<file path="src/rtl/stopwatch_ctrl.sv">
// Stopwatch control: start/stop and lap/clear FSM driving a mm:ss BCD counter with registered display digits.
// Optional feature macro: STOPWATCH_LAP_EN enables the LAP state and display hold.
module stopwatch_ctrl #(
    parameter int unsigned TICK_DIV = 100
) (
    input  logic       clk,
    input  logic       rst,
    input  logic       pb_start,
    input  logic       pb_lap,
    output logic [3:0] min_tens,
    output logic [3:0] min_ones,
    output logic [3:0] sec_tens,
    output logic [3:0] sec_ones,
    output logic [1:0] state,
    output logic       wrap
);

    typedef enum logic [1:0] {
        IDLE  = 2'd0,
        RUN   = 2'd1,
        PAUSE = 2'd2,
        LAP   = 2'd3
    } state_t;

    localparam logic [9:0] PCNT_TOP = 10'(TICK_DIV - 1);

    state_t      cur;
    logic [9:0]  pcnt;
    logic [15:0] live;      // {min_tens, min_ones, sec_tens, sec_ones}
    logic [15:0] disp;
    logic [15:0] nxt;
    logic        counting;
    logic        tick;
    logic        rollover;
    logic        wrap_q;

    assign state = cur;
    assign wrap  = wrap_q;
    assign {min_tens, min_ones, sec_tens, sec_ones} = disp;

    // Live time one second ahead when this edge carries a tick; feeds both live and display.
    always_comb begin
        counting = (cur == RUN) || (cur == LAP);
        tick     = counting && (pcnt == PCNT_TOP);
        nxt      = live;
        rollover = 1'b0;
        if (tick) begin
            if (live[3:0] == 4'd9) begin
                nxt[3:0] = 4'd0;
                if (live[7:4] == 4'd5) begin
                    nxt[7:4] = 4'd0;
                    if (live[11:8] == 4'd9) begin
                        nxt[11:8] = 4'd0;
                        if (live[15:12] == 4'd5) begin
                            nxt[15:12] = 4'd0;
                            rollover   = 1'b1;
                        end else begin
                            nxt[15:12] = live[15:12] + 4'd1;
                        end
                    end else begin
                        nxt[11:8] = live[11:8] + 4'd1;
                    end
                end else begin
                    nxt[7:4] = live[7:4] + 4'd1;
                end
            end else begin
                nxt[3:0] = live[3:0] + 4'd1;
            end
        end
    end

    always_ff @(posedge clk) begin
        if (rst) begin
            cur    <= IDLE;
            pcnt   <= '0;
            live   <= '0;
            disp   <= '0;
            wrap_q <= 1'b0;
        end else begin
            wrap_q <= rollover;
            live   <= nxt;
            if (counting) begin
                pcnt <= tick ? '0 : pcnt + 10'd1;
            end
            if (cur != LAP) begin
                disp <= nxt;
            end

            // pb_start is tested first everywhere, so a simultaneous pb_lap is dropped.
            case (cur)
                IDLE: begin
                    if (pb_start) begin
                        cur  <= RUN;
                        pcnt <= '0;
                    end
                end
                RUN: begin
                    if (pb_start) begin
                        cur <= PAUSE;
`ifdef STOPWATCH_LAP_EN
                    end else if (pb_lap) begin
                        cur <= LAP;
`endif
                    end
                end
                PAUSE: begin
                    if (pb_start) begin
                        cur <= RUN;
                    end else if (pb_lap) begin
                        cur  <= IDLE;
                        live <= '0;
                        disp <= '0;
                        pcnt <= '0;
                    end
                end
                LAP: begin
                    if (pb_start) begin
                        cur  <= PAUSE;
                        disp <= nxt;
                    end else if (pb_lap) begin
                        cur  <= RUN;
                        disp <= nxt;
                    end
                end
                default: cur <= IDLE;
            endcase
        end
    end

endmodule
</file>
<file path="config.mk">
export PLATFORM = sky130hd
export DESIGN_NAME = stopwatch_ctrl
export DESIGN_NICKNAME = d
export VERILOG_FILES = /design/src/rtl/stopwatch_ctrl.sv
export SDC_FILE = /design/constraint.sdc
export NUM_CORES = 1
export LEC_CHECK = 0
export CAP_MARGIN = 25
export CORE_UTILIZATION = 55
export CTS_BUF_LIST = sky130_fd_sc_hd__clkbuf_16
export DETAILED_ROUTE_END_ITERATION = 10
export GPL_TIMING_DRIVEN = 0
export PLACE_DENSITY = 0.78
export SYNTH_ARGS = -nofsm -noshare
export SYNTH_HDL_FRONTEND = slang
export SYNTH_SLANG_ARGS = --single-unit
</file>
<file path="constraint.sdc">
create_clock -name clk -period 6.4 [get_ports clk]
set_clock_uncertainty 0.15 [all_clocks]
set_input_delay 1.6 -clock clk [delete_from_list [all_inputs] [get_ports clk]]
set_output_delay 1.6 -clock clk [all_outputs]
set_load 0.05 [all_outputs]
</file>
==> out/qor.csv <==
metric;value;unit
register bit count reported by yosys;45;
asr flop ratio synth;0;
synth warn;0;
crit start category;input pin;
most common cell in the netlist;dfxtp_1;
MaxCap Viol Count;0;
CTS clk-pin slew, worst paths;0.06;ns
Arr. time, crit path;3.41;ns
Die Height;63.8;um
critical path type;in2reg;
Resize count post-CTS;0;
CP Data Required Time;6.40;ns
Die Wd;63.8;um
row cnt;22;
final hold vios;0;
Worst-Margin Slew;0.613;ns
Mapped Area;0.00210;mm^2
ANT nets after route;0;
mean number of vias per cell;5.47;
crit-path leading delay family;buffers and inverters;
largest net degree at the start of global routing;13;
drt total wl;4160;um
clk root buf;clkbuf_16;
CTS Hold Bufs;0;
# fillers;310;
RSZ-0062 raised after global routing;no;
Skew-Pair Late Insertion Delay;0.28;ns
CTS Buffer Depth;2;
# DRC;0;
first-pass GRT wire length;7160;um
Synth Net Count;253;
DP HPWL;2950;um
slowest CP cell;o21bai_1;
Final setup viols;0;
worst r2r path cells;6;
status;finished clean;
maximum level of the CTS H-tree;2;
Num CTS Buffers;5;
cell chain of the critical path;clkdlybuf4s50_1, nand2b_1, o21bai_1, clkbuf_1, nor2_1;
starting density of the core;0.573;
Max VDD drop;0.166;mV
Fmax;294;MHz
Wirelength per Cell;13.2;um
crit end category;flip-flop;
setup_tns;0;ns
setup bufs post-CTS;0;
num ports;23;
Rel. slew slack;0.591;
Seq/Total Area, Yosys;0.429;
Hold Path Depth;2;
P&R area growth vs syn;19.2;%
number of flops mapped to enable cells by yosys;0;
nets@finish;281;
Synth top area share;0.429;
ANT cells;0;
GP Congestion;0.815;
via count;1730;
Global Route Usage Sum;0.230;
vias in the first global route;1597;
Worst Hold Class;reg2reg;
period utilization;0.532;
ranking of synthesized cells by area;dfxtp_1 43%, nor2_1 7.7%, ha_1 5.4%;
die area;0.00407;mm^2
Max stage delay on crit path;0.52;ns
Mapped Avg Cell Area;8.74;um^2
Main synth FF type;dfxtp_1;
final slew viol count;0;
post-layout minimum cycle time;3.40;ns
initial antenna violation count;0;
Pwr per Cell Area;219;mW/mm^2
synth cell count leaders;45 x dfxtp_1, 43 x nor2_1, 20 x nand2_1, 11 x a21oi_1, 11 x o21ai_0;
drt first pass iters;4;
Critical path buffers and inverters;2;
# clock sinks;45;
gr ovfl total;0;
IO buf count;21;
Worst path depth;5;
initial drt markers;135;
Util after Layout;0.683;
cell taking the most area after synthesis;dfxtp_1;
post-synth cell types;49;
Post-Synthesis Cells;240;
worst-path maximum fanout;10;
layout cells sized above 1;0.0709;
core box area;0.00366;mm^2
CTS tree;yes;
P_leak;0.932;nW
[sequential cells by signal (all words and copies together) (netlist names)]
| name | flops |
|---|---|
| live | 16 |
| pcnt | 10 |
| state | 2 |
| wrap | 1 |
| disp | 16 |
[final cells by class]
cell class | count | area (um^2) | share of cell area
sequential | 45 | 901 | 0.360
tap | 48 | 60.1 | 0.0240
inverter | 6 | 22.5 | 0.00900
buffer | 11 | 50.0 | 0.0200
clock buffer | 5 | 125 | 0.0500
clock inverter | 2 | 7.51 | 0.00300
timing repair buffer | 21 | 210 | 0.0840
multi-input combinational | 178 | 1120 | 0.450
[worst paths after layout]
check	start	end	slack (ns)
worst max-delay path	pb_start	live[5]	3.00
worst min-delay path	disp[8]	disp[8]	0.31
worst max register to register	pcnt[0]	disp[14]	4.08
worst min register to register	disp[8]	disp[8]	0.31
[power breakdown]
group          switching (mW)  total (mW)  internal, mW  leakage (nW)
sequential            0.00218       0.284         0.282         0.363
clock                  0.0971       0.237         0.140        0.0685
combinational          0.0193      0.0284       0.00907         0.501
[tightest hold or removal path: cells and delay by family, from the launching register on]
kind	cells	cell delay, ns
flops	1	0.32
compound gates	1	0.05
simple gates	1	0.04
[kinds of logic after synthesis]
group                    share of synthesized area
AND/OR/NAND/NOR                              0.259
AO/OA/AOI/OAI                                0.142
flip-flops                                   0.429
buffers and inverters                       0.0346
XOR/XNOR                                    0.0376
multiplexers                                0.0435
adder cells (fa/ha/maj)                     0.0537
[layout by cell type (no fill, tap or decap), drive strengths merged, types with 2 or more instances in the layout]
master and instances:
a21oi 11, a22o 2, a31o 4, a31oi 5, and2 2, and3 3, and3b 4, buf 4
clkbuf 12, clkdlybuf4s50 21, dfxtp 45, ha 9, inv 7, mux2i 8, nand2 20, nand2b 3
nand3 7, nand3b 3, nand4 2, nor2 43, nor2b 3, nor3 7, nor4 2, o21ai 13
o21bai 2, or4 2, xnor2 6, xor2 3
[through the flow]
step                      power (mW)  hold slack (ns)  area (um^2)  setup WS [ns]  std cells
after floorplan                0.309            0.334         2100           3.49        240
after global placement         0.317            0.284         2370           2.69        309
after detailed placement       0.318            0.295         2370           2.70        309
after CTS                      0.554            0.309         2500           2.99        316
after global routing           0.569            0.342         2500           2.78        316
final                          0.549            0.305         2500           3.00        316
[layer usage]
metal / global-route usage / up-vias / wire [um]
met3: 0.0482 / 9 / 141
met1: 0.297 / 792 / 2070
met2: 0.362 / 40 / 1870
met5: 0 / - / 0
li1: - / 889 / -
met4: 0.116 / 0 / 81
Power figures use the tool's default switching activity.
